**config.mk**
```make
export PLATFORM = sky130hd
export DESIGN_NAME = fetch
export DESIGN_NICKNAME = d
export VERILOG_FILES = /design/src/rtl/core_pkg.sv /design/src/rtl/fetch_fifo.sv /design/src/rtl/fetch.sv
export SDC_FILE = /design/constraint.sdc
export NUM_CORES = 1
export LEC_CHECK = 0
export ABC_AREA = 0
export CORE_MARGIN = 2
export CORE_UTILIZATION = 55
export DETAILED_ROUTE_END_ITERATION = 10
export GPL_TIMING_DRIVEN = 0
export MAX_ROUTING_LAYER = met4
export PLACE_DENSITY = 0.8
export RECOVER_POWER = 25
export REMOVE_ABC_BUFFERS = 1
export SLEW_MARGIN = 10
export SYNTH_ARGS = -nofsm -noshare
export SYNTH_HDL_FRONTEND = slang
export SYNTH_SLANG_ARGS = --single-unit
```
**constraint.sdc**
```tcl
create_clock -name clk -period 5.4 [get_ports clk]
set_input_delay 1.08 -clock clk [delete_from_list [all_inputs] [get_ports clk]]
set_output_delay 1.08 -clock clk [all_outputs]
set_load 0.01 [all_outputs]
```
**src/rtl/core_pkg.sv**
```systemverilog
// Definitions shared across the core front end.
package core_pkg;

    localparam int XLEN = 32;
    localparam logic [XLEN-1:0] RESET_PC_DEFAULT = 32'h0000_0000;

    // Wide enough for the live window plus responses still owed after a redirect.
    localparam int OUTSTANDING_W = 8;

    typedef struct packed {
        logic [XLEN-1:0] pc;
        logic [XLEN-1:0] instr;
    } fetch_entry_t;

endpackage

```
**src/rtl/fetch_fifo.sv**
```systemverilog
// Instruction buffer for the fetch unit: a circular FIFO of {pc, instr} entries.
// It supports simultaneous push and pop, and a flush that empties it in one cycle.
module fetch_fifo
    import core_pkg::*;
#(
    parameter  int DEPTH = 2,
    localparam int CNT_W = $clog2(DEPTH + 1)
) (
    input  logic             clk,
    input  logic             rst_n,
    input  logic             push,
    input  fetch_entry_t     push_data,
    input  logic             pop,
    input  logic             flush,
    output fetch_entry_t     head,
    output logic             empty,
    output logic [CNT_W-1:0] count
);

    localparam int PTR_W = (DEPTH > 1) ? $clog2(DEPTH) : 1;
    localparam logic [PTR_W-1:0] LAST     = PTR_W'(DEPTH - 1);
    localparam logic [CNT_W-1:0] FULL_CNT = CNT_W'(DEPTH);

    fetch_entry_t     mem [DEPTH];
    logic [PTR_W-1:0] wr_ptr;
    logic [PTR_W-1:0] rd_ptr;
    logic             full;
    logic             do_push;
    logic             do_pop;

    function automatic logic [PTR_W-1:0] ptr_inc(input logic [PTR_W-1:0] p);
        return (p == LAST) ? '0 : p + PTR_W'(1);
    endfunction

    assign empty   = (count == '0);
    assign full    = (count == FULL_CNT);
    assign do_pop  = pop && !empty;
    // A full buffer can still take a push when the head leaves in the same cycle.
    assign do_push = push && (!full || do_pop);
    assign head    = mem[rd_ptr];

    always_ff @(posedge clk or negedge rst_n) begin
        if (!rst_n) begin
            wr_ptr <= '0;
            rd_ptr <= '0;
            count  <= '0;
            for (int i = 0; i < DEPTH; i++) begin
                mem[i] <= '0;
            end
        end else if (flush) begin
            wr_ptr <= '0;
            rd_ptr <= '0;
            count  <= '0;
        end else begin
            if (do_push) begin
                mem[wr_ptr] <= push_data;
                wr_ptr      <= ptr_inc(wr_ptr);
            end
            if (do_pop) begin
                rd_ptr <= ptr_inc(rd_ptr);
            end
            if (do_push && !do_pop) begin
                count <= count + CNT_W'(1);
            end else if (!do_push && do_pop) begin
                count <= count - CNT_W'(1);
            end
        end
    end

endmodule

```
**src/rtl/fetch.sv**
```systemverilog
// Instruction fetch unit. It issues requests under a credit limit and tracks in-order responses.
// It also buffers instructions for decode and discards stale responses after a redirect.
module fetch
    import core_pkg::*;
#(
    parameter logic [XLEN-1:0] RESET_PC  = RESET_PC_DEFAULT,
    parameter int              BUF_DEPTH = 2
) (
    input  logic            clk,
    input  logic            rst_n,
    output logic            imem_req_valid,
    input  logic            imem_req_ready,
    output logic [XLEN-1:0] imem_req_addr,
    input  logic            imem_rsp_valid,
    input  logic [XLEN-1:0] imem_rsp_data,
    input  logic            redirect_valid,
    input  logic [XLEN-1:0] redirect_pc,
    output logic            inst_valid,
    input  logic            inst_ready,
    output logic [XLEN-1:0] inst_data,
    output logic [XLEN-1:0] inst_pc
);

    localparam int FCNT_W = $clog2(BUF_DEPTH + 1);
    localparam int IPTR_W = (BUF_DEPTH > 1) ? $clog2(BUF_DEPTH) : 1;
    localparam logic [IPTR_W-1:0]        ILAST      = IPTR_W'(BUF_DEPTH - 1);
    localparam logic [OUTSTANDING_W-1:0] CREDITS    = OUTSTANDING_W'(BUF_DEPTH);
    localparam logic [XLEN-1:0]          ALIGN_MASK = 32'hFFFF_FFFC;

    logic [XLEN-1:0]          pc;
    logic [OUTSTANDING_W-1:0] outstanding;
    logic [OUTSTANDING_W-1:0] drop_count;
    logic [OUTSTANDING_W-1:0] live_used;
    logic                     req_fire;
    logic                     rsp_drop;
    logic                     rsp_keep;

    logic [XLEN-1:0]          inflight_addr [BUF_DEPTH];
    logic [IPTR_W-1:0]        if_wr_ptr;
    logic [IPTR_W-1:0]        if_rd_ptr;

    fetch_entry_t             buf_push_data;
    fetch_entry_t             buf_head;
    logic                     buf_empty;
    logic [FCNT_W-1:0]        buf_count;

    function automatic logic [IPTR_W-1:0] iptr_inc(input logic [IPTR_W-1:0] p);
        return (p == ILAST) ? '0 : p + IPTR_W'(1);
    endfunction

    // Responses still owed to a dropped stream do not hold buffer credit.
    assign live_used = outstanding - drop_count + OUTSTANDING_W'(buf_count);

    // The outstanding cap only matters if a memory withholds responses across many redirects.
    assign imem_req_valid = rst_n && !redirect_valid && (live_used < CREDITS)
                            && (outstanding != '1);
    assign imem_req_addr  = pc;
    assign req_fire       = imem_req_valid && imem_req_ready;

    assign rsp_drop = redirect_valid || (drop_count != '0);
    assign rsp_keep = imem_rsp_valid && !rsp_drop;

    always_ff @(posedge clk or negedge rst_n) begin
        if (!rst_n) begin
            pc <= RESET_PC & ALIGN_MASK;
        end else if (redirect_valid) begin
            pc <= redirect_pc & ALIGN_MASK;
        end else if (req_fire) begin
            pc <= pc + 32'd4;
        end
    end

    always_ff @(posedge clk or negedge rst_n) begin
        if (!rst_n) begin
            outstanding <= '0;
            drop_count  <= '0;
        end else begin
            outstanding <= outstanding + OUTSTANDING_W'(req_fire)
                                       - OUTSTANDING_W'(imem_rsp_valid);
            if (redirect_valid) begin
                drop_count <= outstanding - OUTSTANDING_W'(imem_rsp_valid);
            end else if (imem_rsp_valid && (drop_count != '0)) begin
                drop_count <= drop_count - OUTSTANDING_W'(1);
            end
        end
    end

    // The in-flight queue holds only addresses whose responses will be kept.
    // Entries owed to a dropped stream are covered by drop_count instead.
    always_ff @(posedge clk or negedge rst_n) begin
        if (!rst_n) begin
            if_wr_ptr <= '0;
            if_rd_ptr <= '0;
            for (int i = 0; i < BUF_DEPTH; i++) begin
                inflight_addr[i] <= '0;
            end
        end else if (redirect_valid) begin
            if_wr_ptr <= '0;
            if_rd_ptr <= '0;
        end else begin
            if (req_fire) begin
                inflight_addr[if_wr_ptr] <= pc;
                if_wr_ptr                <= iptr_inc(if_wr_ptr);
            end
            if (rsp_keep) begin
                if_rd_ptr <= iptr_inc(if_rd_ptr);
            end
        end
    end

    assign buf_push_data = '{pc: inflight_addr[if_rd_ptr], instr: imem_rsp_data};

    fetch_fifo #(
        .DEPTH (BUF_DEPTH)
    ) u_buf (
        .clk       (clk),
        .rst_n     (rst_n),
        .push      (rsp_keep),
        .push_data (buf_push_data),
        .pop       (inst_ready),
        .flush     (redirect_valid),
        .head      (buf_head),
        .empty     (buf_empty),
        .count     (buf_count)
    );

    assign inst_valid = !buf_empty;
    assign inst_data  = buf_empty ? '0 : buf_head.instr;
    assign inst_pc    = buf_empty ? '0 : buf_head.pc;

    rsp_needs_outstanding: assert property (@(posedge clk) disable iff (!rst_n)
        imem_rsp_valid |-> (outstanding != '0));

endmodule

```
; Word level (Yosys, flattened, before mapping)
; Cells that the tools add are included.
[classes]
addsub = 13
order_cmp = 7
eq_ne = 2
muxes = 33
bitwise = 5
n_reduce_logical = 30
[op_table]
columns = op, count
row1 = $mux 32, 8
row2 = $mux 64, 4
row3 = $bwmux 128, 1
row4 = $bwmux 64, 1
row5 = $demux 64 s1, 1
row6 = $add 32x3->32 const B, 1
row7 = $demux 32 s1, 1
row8 = $mux 8, 2
row9 = $sub 8x1->8, 2
row10 = $logic_and 1x1->1, 12
row11 = $mux 1, 12
row12 = $reduce_bool 2->1, 5
row13 = $add 8x1->8, 1
row14 = $add 8x2->8, 1
row15 = $ge 2x2->1 const B, 4
row16 = $lt 8x2->1 const B, 1
row17 = $ne 8x8->1 const B, 1
row18 = $not 1->2, 4
row19 = $reduce_bool 8->1, 1
row20 = $sub 8x1->8 const B, 1
row21 = $sub 8x8->8, 1
row22 = $logic_not 1->1, 6
row23 = $mux 2, 3
row24 = $add 1x1->1 const B, 4
row25 = 9 further kinds, 12
[totals]
register_bits = 246
out_inout_bits = 98
elab_cells = 104

; Depth between registers and ports, before layout
[logic_depth]
word_depth = 10
ltp_mapped = 23
depth_no_buf = 20

; Modules after synthesis
; Synthesis repeated with hierarchy kept, for this count alone.
[unflattened]
cells_unflattened = 1023
hier_area_um2 = 12598.3
[by_module_without_submodules]
columns = module, instances, cells_each, area_per_inst_um2, seq_area_each_um2
row1 = fetch, 1, 658, 6685.2, 2702.6
row2 = fetch_fifo, 1, 365, 5913.2, 3303.2

; Least setup slack after synthesis
; No wires, ideal clock.
[synth_timing]
path_type = register -> register
startpoint = reg u_buf.count[1]
endpoint = reg outstanding[6]
setup_ns = 0.079
t_arrival_ns = 4.583
slack_ns = 0.737
stages_incl_launch_ff = 23
path_buffers = 3
period_less_slack_ns = 4.663
path_cell_list = dfrtp_1 clkbuf_1 inv_1 fa_1 fa_1 nand2b_1 a221oi_1 o211ai_1 nor4_4 and4_4 inv_2 buf_6 buf_2 ha_1 inv_1 ha_1 fa_1 a21oi_1 nor2_1 nor2_1 o21bai_1 a21oi_1 xor2_1
[synth_via]
elab_chain_cells = 7
[synth_lines]
columns = element, line_no
row1 = "start, declared", fetch_fifo.sv:17  ; output logic [CNT_W-1:0] count
row2 = "start signal, assigned", fetch_fifo.sv:63  ; count <= count + CNT_W'(1);
row3 = "start signal, assigned", fetch_fifo.sv:65  ; count <= count - CNT_W'(1);
row4 = $add 8x2->8, fetch.sv:52  ; assign live_used = outstanding - drop_count + OUTSTANDING_W'(buf_count);
row5 = $lt 8x2->1, fetch.sv:55  ; assign imem_req_valid = rst_n && !redirect_valid && (live_used < CREDITS)
row6 = $logic_and 1x1->1, fetch.sv:55
row7 = $logic_and 1x1->1, fetch.sv:56  ; && (outstanding != '1);
row8 = $logic_and 1x1->1, fetch.sv:58  ; assign req_fire = imem_req_valid && imem_req_ready;
row9 = $add 8x1->8, fetch.sv:78  ; outstanding <= outstanding + OUTSTANDING_W'(req_fire)
row10 = $sub 8x1->8, fetch.sv:79  ; - OUTSTANDING_W'(imem_rsp_valid);
row11 = "end signal, assigned", fetch.sv:78
row12 = "end, declared", fetch.sv:31  ; logic [OUTSTANDING_W-1:0] outstanding;
; Every way passes these cells.
; A chain may end at the register's enable or synchronous reset.

; Worst setup path in the final report
[layout_timing]
startpoint = reg outstanding[1]
endpoint = out imem_req_valid
[layout_via]
elab_chain_cells = 5
[layout_lines]
columns = element, line_no
row1 = $sub 8x8->8, fetch.sv:52
row2 = $add 8x2->8, fetch.sv:52
row3 = $lt 8x2->1, fetch.sv:55
row4 = $logic_and 1x1->1, fetch.sv:55
row5 = $logic_and 1x1->1 (*), fetch.sv:56
row6 = "end, declared", fetch.sv:11  ; output logic imem_req_valid,
; Every way passes the cells marked *; elsewhere a longest branch is shown, timed or not.

==> impl_metrics.json <==
{
  "crit_path_start": "outstanding[1]$_DFF_PN0_",
  "drt-total-wl_mm": 27.17,
  "final_util": 0.6977,
  "die_x_um": 151.0,
  "yosys_warnings": 0,
  "synthCells": 1090,
  "synth.avg_cell_area_um2": 10.90,
  "grt_pass1_wl_mm": 43.89,
  "reg2reg_setup_slack_ps": 550,
  "cp.required_ps": 4320,
  "max-cap-violations": 1,
  "synth-async-reset-ratio": 1.000,
  "p_per_area_nw_per_um2": 368.7,
  "setup_crit_end": "imem_req_valid",
  "worst_path_most_repeated_cell": "sky130_fd_sc_hd__fa_1",
  "detailedPlacementHpwl_mm": 18.51,
  "fp.coreArea_um2": 21090,
  "antenna-diode-count": 0,
  "cellLeakagePower_nw": 6.419,
  "timing.reg2reg.worst_path_depth": 19,
  "vias_in_the_first_global_route": 8764,
  "critPathSlowestCell": "sky130_fd_sc_hd__clkdlybuf4s50_1",
  "vias_per_cell": 5.640,
  "power.ir.vdd_worst_mv": 0.4524,
  "overflow": 0,
  "placer_s_final_routability_congestion_estimate": 0.8159,
  "timing.critical_path.buf_inv": 3,
  "r2r-start": "outstanding[1]$_DFF_PN0_",
  "finalHoldViolations": 0,
  "starting_density_of_the_core": 0.5637,
  "timing.critical_path.max_delay_family": "buffers and inverters",
  "setup.worst_path.end_class": "output port",
  "highest_cell_delay_on_the_worst_timing_path_ps": 570,
  "highest_attainable_clock_frequency_mhz": 200.2,
  "gr-usage-all-layers": 0.2465,
  "max-clock-path-buffers": 3,
  "placement.io_buffers": 161,
  "cts-buffers-inserted": 26,
  "slew_headroom": -0.8399,
  "skew_ps": 18.64,
  "h-tree-depth": 1,
  "critical_path_data_arrival_time_ps": 3910,
  "drc_errors": 0,
  "antenna_violations_before_repair": 0,
  "syn-cell-area_um2": 11890,
  "floorplan.rows": 53,
  "layout-area-overhead-vs-synth_pct": 23.78,
  "synth.ff_latch_count": 236,
  "run_status": "finished, violations left",
  "tritoncts": "yes",
  "pin_count": 168,
  "crit_path_cell_trace": "inv_1 > fa_1 > fa_1 > nand2b_1 > a21oi_1 > mux2i_1 > nor4_4 > buf_4 > and3_1 > clkdlybuf4s50_1",
  "drt_first_pass_iters": 4,
  "vias": 8623,
  "final.period_utilization": 0.9249,
  "path_depth": 10,
  "final_antenna_net_count": 0,
  "largest_net_degree_at_the_start_of_global_routing": 115,
  "synth_cell_type_count": 56,
  "avg_wl_per_cell_um": 17.77,
  "detail_route.iter0.violations": 446,
  "cp_max_fo": 6,
  "finish.net_count": 1340,
  "synthFlopType": "sky130_fd_sc_hd__dfrtp_1",
  "yosysSeqAreaShare": 0.4968,
  "insertion_delay_ps": 530,
  "hold_path.class": "primary input to asynchronous set/reset pin",
  "clock_sinks": 236,
  "finalSetupViolations": 0,
  "timing_worst_slew_pin_value_ps": 2760,
  "cts_root_buffer": "sky130_fd_sc_hd__clkbuf_16",
  "finalCriticalPeriod_ps": 4995,
  "clkSlewWorstSetupHoldPaths_ps": 60,
  "die_area_um2": 22800,
  "path_class": "flip-flop to output port",
  "critical_path.startpoint_type": "flip-flop",
  "synth_enable_flop_cells": 0,
  "timing_max_transition_violations_final": 115,
  "layout-drive-gt1-share": 0.1595,
  "rsz0062_at_grt": "false",
  "fin_worst_hold_slack_ps": 398.8,
  "r2r_end": "outstanding[6]$_DFF_PN0_",
  "failed_checks": "capacitance limit, slew limit",
  "vertical_die_dimension_um": 151.0
}
-- worst min-delay path by stage --
stage                                   from                       endpoint  slack (ps)  cells after the start
3_5_place_dp   inflight_addr[29]$_DFFE_PN0P_  inflight_addr[29]$_DFFE_PN0P_         480                      1
3_3_place_gp   inflight_addr[21]$_DFFE_PN0P_  inflight_addr[21]$_DFFE_PN0P_         470                      1
4_1_cts                                rst_n     u_buf.mem[108]$_DFFE_PN0P_         400                      1
5_1_grt                                rst_n      u_buf.mem[25]$_DFFE_PN0P_         400                      1
6_report                               rst_n      u_buf.mem[20]$_DFFE_PN0P_         400                      1
2_1_floorplan  inflight_addr[21]$_DFFE_PN0P_  inflight_addr[21]$_DFFE_PN0P_         460                      1
-- repair_timing --
action	in CTS	in global routing
hold buffers	0	0
gates resized for setup	0	2
setup buffers	0	3
endpoints found under the setup margin	0	3
-- state kept, by name, indices dropped and copies added (netlist names) --
name           count
if_rd_ptr          1
u_buf.mem        124
drop_count         8
inflight_addr     60
if_wr_ptr          1
outstanding        8
u_buf.wr_ptr       1
imem_req_addr     30
u_buf.count        2
u_buf.rd_ptr       1
-- metal layers --
metal | up-vias | part of all wire | track usage
met3 | 42 | 0.050 | 0.03524
li1 | 4111 | - | -
met5 | - | 0 | -
met4 | 0 | 0.020 | 0.05841
met1 | 4265 | 0.44 | 0.3184
met2 | 205 | 0.49 | 0.4157
-- synth_stat cells, drive strengths merged, types with 3 or more instances --
library cell / instances / area [µm²]
nor3: 17 / 85.08
a32o: 6 / 60.06
mux2i: 97 / 970.9
nor2: 152 / 573.1
ha: 32 / 400.4
nor3b: 11 / 82.58
nand3: 35 / 175.2
a21o: 4 / 30.03
nand2b: 3 / 18.77
fa: 3 / 60.06
nand4: 9 / 71.32
and4: 3 / 28.78
nor4: 7 / 65.06
mux2: 128 / 1441
or3: 16 / 100.1
o21ai: 22 / 110.1
buf: 40 / 235.2
xnor2: 20 / 175.2
and2: 4 / 25.02
xor2: 8 / 70.07
o21bai: 4 / 30.03
and3: 3 / 18.77
dfrtp: 236 / 5906
a32oi: 7 / 61.31
inv: 29 / 108.9
nand2: 45 / 168.9
a21oi: 80 / 400.4
nand3b: 19 / 142.6
o21a: 4 / 30.03
clkbuf: 28 / 105.1
-- per-stage QoR --
stage	setup TNS (ps)	total power, mW	area, µm²	std cells	setup WS (ps)
after floorplan	-145270	3.249	11560	1025	-2525
after detailed placement	-39.10	3.685	13860	1478	-39.10
after global routing	0	5.766	14710	1529	140.7
after global placement	-2896480	3.614	13510	1461	-8275
final	0	5.425	14710	1529	405.4
after CTS	0	5.429	14700	1525	96.20
-- layout by cell type, fill, tap and decap left out, types with 20 or more instances in the layout --
cell,n
sky130_fd_sc_hd__nand3_1,34
sky130_fd_sc_hd__clkbuf_16,26
sky130_fd_sc_hd__mux2i_1,97
sky130_fd_sc_hd__dfrtp_1,234
sky130_fd_sc_hd__clkdlybuf4s50_1,159
sky130_fd_sc_hd__a21oi_1,80
sky130_fd_sc_hd__o21ai_0,21
sky130_fd_sc_hd__nand2_1,45
sky130_fd_sc_hd__ha_1,32
sky130_fd_sc_hd__nor2_1,150
sky130_fd_sc_hd__inv_1,28
sky130_fd_sc_hd__xnor2_1,20
sky130_fd_sc_hd__mux2_2,124
-- logic make-up (layout without fill, tap and decap cells) --
| group | Yosys count | in the layout | synth area share |
|---|---|---|---|
| adders and majority gates | 35 | 35 | 0.03874 |
| xor gates and xnor gates | 28 | 28 | 0.02063 |
| DFF | 236 | 236 | 0.4968 |
| and+or+nand+nor | 329 | 330 | 0.1341 |
| other | 1 | 4 | 0.0003155 |
| buffers and inverters | 97 | 257 | 0.03779 |
| muxes | 225 | 225 | 0.2029 |
| AOI/OAI and AO/OA | 139 | 139 | 0.06863 |
-- worst register-to-register path, delay by kind of cell, from the launching register on --
family / cells / cell delay [ps]
muxes: 1 / 170
AOI/OAI and AO/OA: 4 / 600
buffers and inverters: 3 / 470
DFF: 1 / 380
adders and majority gates: 5 / 1880
xor gates and xnor gates: 1 / 160
and+or+nand+nor: 5 / 1120
-- report_power, final --
group | switching [mW] | internal [mW] | leakage [nW] | total, mW
registers | 0.186 | 1.96 | 3.20 | 2.15
logic | 0.866 | 0.688 | 2.80 | 1.55
clock network | 0.693 | 1.03 | 0.420 | 1.72
-- cell type report --
type	count	area, µm²
sequential	236	5911
tap	275	344.1
multi-input combinational	761	5579
fill	1550	6375
inverter	29	111.4
clock buffer	40	773.2
timing repair buffer	181	1923
clock inverter	7	71.32
No activity file was read; power rests on OpenSTA's default activity.
